$ cat src/rtl/rv32i_mem_sequencer_pkg.sv
// Shared types for the rv32i memory sequencer: FSM state encoding and fault codes.
package rv32i_mem_sequencer_pkg;

  typedef enum logic [2:0] {
    ST_IDLE   = 3'd0,
    ST_FETCH  = 3'd1,
    ST_EXEC   = 3'd2,
    ST_DATA   = 3'd3,
    ST_COMMIT = 3'd4,
    ST_FAULT  = 3'd5
  } seq_state_e;

  typedef enum logic [1:0] {
    FC_NONE    = 2'b00,
    FC_IFETCH  = 2'b01,
    FC_DALIGN  = 2'b10,
    FC_TIMEOUT = 2'b11
  } fault_code_e;

  function automatic logic word_aligned(input logic [31:0] addr);
    return addr[1:0] == 2'b00;
  endfunction

endpackage

$ cat src/rtl/rv32i_mem_sequencer_if.sv
// Single-port memory request bus between the sequencer (master) and the memory model (slave).
interface rv32i_mem_sequencer_if;
  logic        mem_req;
  logic        mem_we;
  logic [31:0] mem_addr;
  logic [31:0] mem_wdata;
  logic        mem_ready;
  logic [31:0] mem_rdata;

  modport master (
    output mem_req, mem_we, mem_addr, mem_wdata,
    input  mem_ready, mem_rdata
  );

  modport slave (
    input  mem_req, mem_we, mem_addr, mem_wdata,
    output mem_ready, mem_rdata
  );
endinterface

$ cat src/rtl/rv32i_mem_sequencer_wait_timer.sv
// Request watchdog: down-counter reloaded while no request is pending, expiring on
// the LIMIT-th consecutive unanswered request cycle. LIMIT=0 never expires.
module rv32i_wait_timer #(
  parameter int unsigned LIMIT = 0
) (
  input  logic sys_clk,
  input  logic sys_reset,
  input  logic clr_i,
  input  logic en_i,
  output logic expired_o
);

  localparam logic [31:0] LOAD = 32'(LIMIT);

  logic [31:0] cnt_q, cnt_d;

  always_comb begin
    cnt_d = cnt_q;
    if (clr_i) begin
      cnt_d = LOAD;
    end else if (en_i && (cnt_q != 32'd0)) begin
      cnt_d = cnt_q - 32'd1;
    end
  end

  always_ff @(posedge sys_clk or posedge sys_reset) begin
    if (sys_reset) begin
      cnt_q <= LOAD;
    end else begin
      cnt_q <= cnt_d;
    end
  end

  assign expired_o = (LOAD != 32'd0) && en_i && (cnt_q == 32'd1);

endmodule

$ cat src/rtl/rv32i_mem_sequencer.sv
// Multi-cycle sequencer sharing one single-port memory between fetch and load/store;
// the core only advances on the one-cycle cpu_step strobe.
//
//   state  | meaning
//   IDLE   | paused at an instruction boundary while hold=1
//   FETCH  | instruction read at cpu_pc
//   EXEC   | core settles combinationally, data address checked
//   DATA   | load/store access at cpu_addr
//   COMMIT | cpu_step high, retired count advances
//   FAULT  | sticky until reset, no requests
module rv32i_mem_sequencer
  import rv32i_mem_sequencer_pkg::*;
#(
  parameter int unsigned WAIT_LIMIT   = 0,
  parameter logic [31:0] RETIRED_INIT = 32'h0000_0000
) (
  input  logic                   sys_clk,
  input  logic                   sys_reset,
  input  logic                   hold,
  input  logic [31:0]            cpu_pc,
  input  logic [31:0]            cpu_addr,
  input  logic [31:0]            cpu_wdata,
  input  logic                   cpu_load,
  input  logic                   cpu_store,
  output logic [31:0]            instruction,
  output logic [31:0]            load_data,
  output logic                   cpu_step,
  output logic                   fault,
  output logic [1:0]             fault_code,
  output logic [31:0]            retired,
  rv32i_mem_sequencer_if.master  mem
);

  seq_state_e  state_q, state_d;
  fault_code_e fcode_q, fcode_d;
  logic [31:0] instr_q, load_q, retired_q;
  logic        fetch_ok, data_mem, tmo_clr, tmo_en, tmo_expired;
  logic        req_c, we_c, step_c;
  logic [31:0] addr_c, wdata_c;

  assign fetch_ok = word_aligned(cpu_pc);
  assign data_mem = cpu_load | cpu_store;
  assign tmo_clr  = (state_q != ST_FETCH) && (state_q != ST_DATA);
  assign tmo_en   = req_c & ~mem.mem_ready;

  rv32i_wait_timer #(.LIMIT(WAIT_LIMIT)) u_wait_timer (
    .sys_clk   (sys_clk),
    .sys_reset (sys_reset),
    .clr_i     (tmo_clr),
    .en_i      (tmo_en),
    .expired_o (tmo_expired)
  );

  always_ff @(posedge sys_clk or posedge sys_reset) begin
    if (sys_reset) begin
      state_q <= ST_IDLE;
    end else begin
      state_q <= state_d;
    end
  end

  // mem_ready takes priority over a simultaneous timeout expiry
  always_comb begin
    state_d = state_q;
    fcode_d = fcode_q;
    case (state_q)
      ST_IDLE:   if (!hold) state_d = ST_FETCH;
      ST_FETCH: begin
        if (!fetch_ok) begin
          state_d = ST_FAULT;
          fcode_d = FC_IFETCH;
        end else if (mem.mem_ready) begin
          state_d = ST_EXEC;
        end else if (tmo_expired) begin
          state_d = ST_FAULT;
          fcode_d = FC_TIMEOUT;
        end
      end
      ST_EXEC: begin
        if (!data_mem) begin
          state_d = ST_COMMIT;
        end else if (!word_aligned(cpu_addr)) begin
          state_d = ST_FAULT;
          fcode_d = FC_DALIGN;
        end else begin
          state_d = ST_DATA;
        end
      end
      ST_DATA: begin
        if (mem.mem_ready) begin
          state_d = ST_COMMIT;
        end else if (tmo_expired) begin
          state_d = ST_FAULT;
          fcode_d = FC_TIMEOUT;
        end
      end
      ST_COMMIT: state_d = hold ? ST_IDLE : ST_FETCH;
      ST_FAULT:  state_d = ST_FAULT;
      default:   state_d = ST_IDLE;
    endcase
  end

  always_comb begin
    req_c   = 1'b0;
    we_c    = 1'b0;
    addr_c  = 32'h0;
    wdata_c = 32'h0;
    step_c  = 1'b0;
    case (state_q)
      ST_FETCH: begin
        req_c   = fetch_ok;
        addr_c  = cpu_pc;
        wdata_c = cpu_wdata;
      end
      ST_DATA: begin
        req_c   = 1'b1;
        we_c    = cpu_store;
        addr_c  = cpu_addr;
        wdata_c = cpu_wdata;
      end
      ST_COMMIT: step_c = 1'b1;
      default: ;
    endcase
  end

  always_ff @(posedge sys_clk or posedge sys_reset) begin
    if (sys_reset) begin
      instr_q   <= 32'h0;
      load_q    <= 32'h0;
      retired_q <= RETIRED_INIT;
      fcode_q   <= FC_NONE;
    end else begin
      fcode_q <= fcode_d;
      if ((state_q == ST_FETCH) && fetch_ok && mem.mem_ready) begin
        instr_q <= mem.mem_rdata;
      end
      if ((state_q == ST_DATA) && cpu_load && mem.mem_ready) begin
        load_q <= mem.mem_rdata;
      end
      if (state_q == ST_COMMIT) begin
        retired_q <= retired_q + 32'd1;
      end
    end
  end

  assign mem.mem_req   = req_c;
  assign mem.mem_we    = we_c;
  assign mem.mem_addr  = addr_c;
  assign mem.mem_wdata = wdata_c;
  assign cpu_step      = step_c;
  assign instruction   = instr_q;
  assign load_data     = load_q;
  assign retired       = retired_q;
  assign fault         = (state_q == ST_FAULT);
  assign fault_code    = fcode_q;

endmodule

$ cat src/flat_wrapper.sv
// flat-port wrapper written by rule: the top's interface ports become plain ports
module rv32i_mem_sequencer_flat import rv32i_mem_sequencer_pkg::*;
#(
  parameter int unsigned WAIT_LIMIT   = 0,
  parameter logic [31:0] RETIRED_INIT = 32'h0000_0000
)
  (sys_clk, sys_reset, hold, cpu_pc, cpu_addr, cpu_wdata, cpu_load, cpu_store, instruction, load_data, cpu_step, fault, fault_code, retired, mem_mem_req, mem_mem_we, mem_mem_addr, mem_mem_wdata, mem_mem_ready, mem_mem_rdata);
  rv32i_mem_sequencer_if mem_i ();
  input  logic sys_clk;
  input  logic sys_reset;
  input  logic hold;
  input  logic [31:0] cpu_pc;
  input  logic [31:0] cpu_addr;
  input  logic [31:0] cpu_wdata;
  input  logic cpu_load;
  input  logic cpu_store;
  output logic [31:0] instruction;
  output logic [31:0] load_data;
  output logic cpu_step;
  output logic fault;
  output logic [1:0] fault_code;
  output logic [31:0] retired;
  output wire logic [$bits(mem_i.mem_req)-1:0] mem_mem_req;
  output wire logic [$bits(mem_i.mem_we)-1:0] mem_mem_we;
  output wire logic [$bits(mem_i.mem_addr)-1:0] mem_mem_addr;
  output wire logic [$bits(mem_i.mem_wdata)-1:0] mem_mem_wdata;
  input wire logic [$bits(mem_i.mem_ready)-1:0] mem_mem_ready;
  input wire logic [$bits(mem_i.mem_rdata)-1:0] mem_mem_rdata;
  assign mem_mem_req = mem_i.mem_req;
  assign mem_mem_we = mem_i.mem_we;
  assign mem_mem_addr = mem_i.mem_addr;
  assign mem_mem_wdata = mem_i.mem_wdata;
  assign mem_i.mem_ready = mem_mem_ready;
  assign mem_i.mem_rdata = mem_mem_rdata;
  rv32i_mem_sequencer #(.WAIT_LIMIT(WAIT_LIMIT), .RETIRED_INIT(RETIRED_INIT)) u_core (.sys_clk(sys_clk), .sys_reset(sys_reset), .hold(hold), .cpu_pc(cpu_pc), .cpu_addr(cpu_addr), .cpu_wdata(cpu_wdata), .cpu_load(cpu_load), .cpu_store(cpu_store), .instruction(instruction), .load_data(load_data), .cpu_step(cpu_step), .fault(fault), .fault_code(fault_code), .retired(retired), .mem(mem_i));
endmodule
$ cat config.mk
export PLATFORM = sky130hd
export DESIGN_NAME = rv32i_mem_sequencer_flat
export DESIGN_NICKNAME = d
export VERILOG_FILES = /design/src/rtl/rv32i_mem_sequencer_pkg.sv /design/src/rtl/rv32i_mem_sequencer_if.sv /design/src/rtl/rv32i_mem_sequencer_wait_timer.sv /design/src/rtl/rv32i_mem_sequencer.sv /design/src/flat_wrapper.sv
export SDC_FILE = /design/constraint.sdc
export NUM_CORES = 1
export LEC_CHECK = 0
export ABC_AREA = 1
export BUFFER_PORTS_ARGS = -buffer_cell sky130_fd_sc_hd__buf_2
export CAP_MARGIN = 20
export CORE_ASPECT_RATIO = 1.5
export CORE_MARGIN = 2
export CORE_UTILIZATION = 33
export DETAILED_ROUTE_END_ITERATION = 12
export GPL_ROUTABILITY_DRIVEN = 0
export PLACE_DENSITY = 0.74
export SLEW_MARGIN = 15
export SYNTH_ARGS = -nofsm -noshare
export SYNTH_HDL_FRONTEND = slang
export SYNTH_SLANG_ARGS = --single-unit
$ cat constraint.sdc
create_clock -name sys_clk -period 4.4 [get_ports sys_clk]
set_clock_uncertainty 0.15 [all_clocks]
set_input_delay 0.44 -clock sys_clk [delete_from_list [all_inputs] [get_ports sys_clk]]
set_output_delay 0.44 -clock sys_clk [all_outputs]
set_load 0.005 [all_outputs]
==> After elaboration in Yosys (flattened, before gate mapping) <==
Cells that the tools add are included.
{ "classes": {"addsub": 1, "eq_ne": 11, "n_mux": 17, "bitwise": 1, "n_reduce_logical": 11} }
{ "op_table": {"columns": ["op", "n"], "rows": [
  ["$pmux 32 s2", 1],
  ["$add 32x1->32 const B", 1],
  ["$mux 32", 1],
  ["$mux 3", 6],
  ["$pmux 3 s6", 1],
  ["$ne 2x2->1 const B", 4],
  ["$eq 3x2->1 const B", 2],
  ["$eq 3x3->1 const B", 2],
  ["$mux 2", 3],
  ["$logic_and 1x1->1", 4],
  ["$logic_not 2->1", 2],
  ["$pmux 2 s2", 1],
  ["$reduce_and 4->1", 1],
  ["$eq 3x1->1 const B", 1],
  ["$logic_not 3->1", 1],
  ["$mux 1", 3],
  ["$ne 3x3->1 const B", 1],
  ["$reduce_and 3->1", 1],
  ["$ne 2x1->1 const B", 1],
  ["$pmux 1 s2", 1],
  ["$reduce_bool 2->1", 1],
  ["$reduce_or 2->1", 1],
  ["$or 1x1->1", 1]
]} }
{ "word_totals": {"regBits": 101, "input_bits": 134, "out_inout_bits": 166, "word_cells": 46} }

==> Longest topological paths before layout <==
{ "depth": {"ltp_word": 4, "depth_mapped": 9, "ltp_nobuf": 9} }

==> Cells and area by module <==
A second synthesis with hierarchy kept.
{ "hier_totals": {"cells_unflattened": 657, "hier_area_um2": 5152.4} }
{ "by_module_without_submodules": {"columns": ["module", "instances", "cells_per_inst", "area_each_um2"], "rows": [
  ["rv32i_mem_sequencer", 1, 655, 5141.2],
  ["rv32i_wait_timer", 1, 2, 11.3]
]} }

==> Worst setup path after synthesis <==
OpenSTA, ideal clock, no wires.
{ "synth_path": {"path_type": "register to output", "startpoint": "register u_core.state_q[2]", "endpoint": "output port mem_mem_addr[10]", "t_arrival_ps": 1228, "required_ps": 3810, "path_slack_ps": 2582, "path_stages_with_launch": 6, "path_cell_list": "dfrtp_1 -> inv_2 -> nand3_1 -> inv_2 -> clkbuf_1 -> a22o_1"} }
{ "synth_via": {"elab_chain_cells": 2} }
{ "synth_lines": {"columns": ["element", "line_no", "source"], "rows": [
  ["start, declared", "rv32i_mem_sequencer.sv:34", "seq_state_e state_q, state_d;"],
  ["start signal, assigned", "rv32i_mem_sequencer.sv:58", "state_q <= state_d;"],
  ["$eq 3x2->1 / $eq 3x1->1 (equally long branches)", "rv32i_mem_sequencer.sv:109", "case (state_q)"],
  ["$pmux 32 s2 *", "rv32i_mem_sequencer.sv:109", null],
  ["end, declared", "flat_wrapper.sv:25", "output wire logic [$bits(mem_i.mem_addr)-1:0] mem_mem_addr;"]
]} }
Mark *: on every way between the ends. The rest lies on a longest branch, timed or not.

==> Worst setup path in the final report <==
{ "layout_path": {"startpoint": "register u_core.state_q[2]", "endpoint": "register u_core.instr_q[15] (netlist: u_core.instruction[15])"} }
{ "layout_via": {"elab_chain_cells": 3} }
{ "layout_lines": {"columns": ["element", "line_no", "source"], "rows": [
  ["$eq 3x1->1", "rv32i_mem_sequencer.sv:134", "if ((state_q == ST_FETCH) && fetch_ok && mem.mem_ready) begin"],
  ["$logic_and 1x1->1 (2 in series)", "rv32i_mem_sequencer.sv:134", null],
  ["end signal, assigned", "rv32i_mem_sequencer.sv:135", "instr_q <= mem.mem_rdata;"],
  ["end, declared", "rv32i_mem_sequencer.sv:36", "logic [31:0] instr_q, load_q, retired_q;"]
]} }
Every way passes these cells.
A chain may end at the register's enable or synchronous reset.

==> flow_summary.json <==
{
  "outcome": "complete, no violations",
  "worst_pin_slew_ps": 931,
  "synthFlopType": "dfrtp_1",
  "placed_cells": 1108,
  "async_flop_share_pct": 100,
  "nets": 1055,
  "endpoint_kind": "flip-flop",
  "cp_max_fo": 42,
  "synth_fp_nets": 763,
  "cts_setup_buffers": 0,
  "ctsLongestPathBuffers": 2,
  "core-area_um2": 15100,
  "finalWirelength_mm": 16.2,
  "drive_gt1_share_pct": 36.0,
  "swShare_pct": 35.4,
  "grt_pass1_wl_mm": 24.5,
  "grt_remaining_overflow": 0,
  "synth_edf_count": 0,
  "final_min_period_over_clock_period_pct": 68.4,
  "antenna_found_initial": 2,
  "ys_seq_elements": 101,
  "cts_tree": "built",
  "netlist_area_um2": 5080,
  "hold_viol": 0,
  "hpwl_mm": 13.0,
  "grt_max_degree": 73,
  "initial_core_util_pct": 33.7,
  "r2r-start": "u_core.state_q[2]$_DFFE_PP0P_",
  "drc_errors": 0,
  "postRouteAntennaNets": 0,
  "port-buffer-count": 299,
  "clkLatencyLatePin_ps": 340,
  "track_usage_pct": 19.0,
  "die_h_um": 156,
  "post_drt_wl_per_cell_um": 14.4,
  "avgSynthCellArea_um2": 8.09,
  "stdcell_count": 1127,
  "cts_buffers": 9,
  "synth_cells": 628,
  "cts_num_sinks": 101,
  "firstDrtPassIters": 4,
  "die-width_um": 105,
  "vias": 5217,
  "powerDensity_nw_per_um2": 536,
  "root_buffer": "clkbuf_16",
  "grt_pass1_vias": 4711,
  "cp-start-kind": "flip-flop",
  "fmax_mhz": 332,
  "p_int_w": 0.00246,
  "crit_type": "reg -> reg",
  "p_comb_share_pct": 39.2,
  "path_clk_slew_ps": 70,
  "dieArea_um2": 16400,
  "synth_seq_area_share_pct": 49.7,
  "slew_violations": 0,
  "final-setup-viol-count": 0,
  "ctsHoldBuffers": 0,
  "yosysTopAreaCell": "dfrtp_1",
  "cts_resized": 0,
  "yosys.area.top_type_share_pct": 49.7,
  "max-vdd-ir-drop_v": 0.000288,
  "cts_max_level": 3,
  "power_frac_seq_pct": 38.8,
  "crit_arrival_ps": 3090,
  "rsz0062_at_grt": "no",
  "synthTopCellsByCount": "nand2_1 (145), inv_1 (106), dfrtp_1 (101)",
  "max_cap_viol_count": 0,
  "boundaryPins": 300,
  "finalSetupTns_ps": 0,
  "num_rows": 55,
  "worstSetupStartpoint": "u_core.state_q[2]$_DFFE_PP0P_",
  "syn_to_final_growth_pct": 39.4,
  "synth_most_common_cell": "nand2_1",
  "power.switching_w": 0.00134,
  "pwr-share-clk_pct": 22.0,
  "period_needed_ps": 3010,
  "vias_per_cell": 4.63,
  "drt-initial-drc-count": 216,
  "power.leakage_nw": 4.11,
  "yosysWarnings": 0,
  "slew-limit-headroom_pct": 37.8,
  "synth_area_leaders": "dfrtp_1 (50%), nand2_1 (11%), inv_1 (7.8%), nor2_1 (5.6%), a22o_1 (5.2%)",
  "hp-class": "in -> async",
  "yosysUniqueCellTypes": 32,
  "cp_data_required_time_ps": 4480
}
-- cell type report --
cell class                 count  area (µm²)
sequential                   101        2530
inverter                     109         412
clock inverter                 6        76.3
multi-input combinational    397        2050
clock buffer                  10         239
antenna                        3        7.51
fill                        1521        7990
tap                          199         249
timing repair buffer         302        1520
-- worst paths after layout --
check	end	slack (ps)	cells past startpoint
min in group sys_clk	u_core.state_q[1]$_DFFE_PP0P_	190	2
min reg2reg	u_core.load_data[22]$_DFFE_PP0P_	330	2
max	u_core.instruction[15]$_DFFE_PP0P_	1390	8
max in group asynchronous	u_core.load_data[1]$_DFFE_PP0P_	3010	3
min	u_core.retired[20]$_DFFE_PP0N_	130	2
max reg2reg	u_core.instruction[15]$_DFFE_PP0P_	1390	8
-- metrics by stage --
step	util, %	power (W)	cell area (µm²)	hold WS, ps	setup slack, ps
after detailed placement	44.9	0.00300	6760	318	1380
after floorplan	-	0.00221	5080	326	1160
after CTS	46.9	0.00385	7080	170	1360
after global placement	44.9	0.00295	6760	311	1550
final	47.0	0.00380	7080	134	1390
after global routing	47.0	0.00408	7080	186	1100
-- logic make-up (layout without fill, tap and decap cells) --
kind of cell | Yosys count | count (layout) | share of synthesized area [%]
buf+inv | 130 | 427 | 9.85
flops | 101 | 101 | 49.7
compound gates | 105 | 105 | 14.3
xor+xnor | 19 | 19 | 3.28
mux | 1 | 1 | 0.222
simple gates | 271 | 271 | 22.4
other cells | 0 | 3 | 0
fa+ha+maj | 1 | 1 | 0.246
-- cells in the final DEF, fill, tap and decap left out, types with 23 or more instances in the layout --
master | netlist | final
o21ai_0 | 35 | 35
o21a_1 | 31 | 31
a22o_1 | 30 | 30
inv_1 | 106 | 105
nor2_1 | 76 | 76
nand3_1 | 23 | 23
dfrtp_1 | 101 | 101
buf_2 | 4 | 299
nand2_1 | 145 | 145
-- metal layers --
metal  part of all wire (%)  global-route usage [%]  up-vias
li1                       -                       -     2561
met1                     40                    23.2     2414
met2                     50                    32.3      216
met3                    7.7                    4.68       26
met4                    2.5                    7.17        0
met5                      0                       0        -
-- power by group through the flow --
stage | combinational (W) | sequential [W] | clock, W
floorplan | 0.000711 | 0.00149 | 0
global placement | 0.00147 | 0.00148 | 0
detailed placement | 0.00151 | 0.00149 | 0
CTS | 0.00151 | 0.00148 | 0.000860
global route | 0.00166 | 0.00153 | 0.000894
finish | 0.00149 | 0.00147 | 0.000836
-- registers in the layout (all words and copies together), names as in the netlist --
| register | flops |
|---|---|
| u_core.instruction | 32 |
| u_core.load_data | 32 |
| u_core.retired | 32 |
| u_core.state_q | 3 |
| u_core.fault_code | 2 |
-- worst max-delay path, stage by stage (launching register included) --
cell,delay [ps]
dfrtp_1,440
inv_2,130
nand3_1,190
inv_2,470
nand2_2,170
nor2_4,740
buf_4,370
nand2_1,90
o21a_1,110
(Power assumes the default switching activity.)
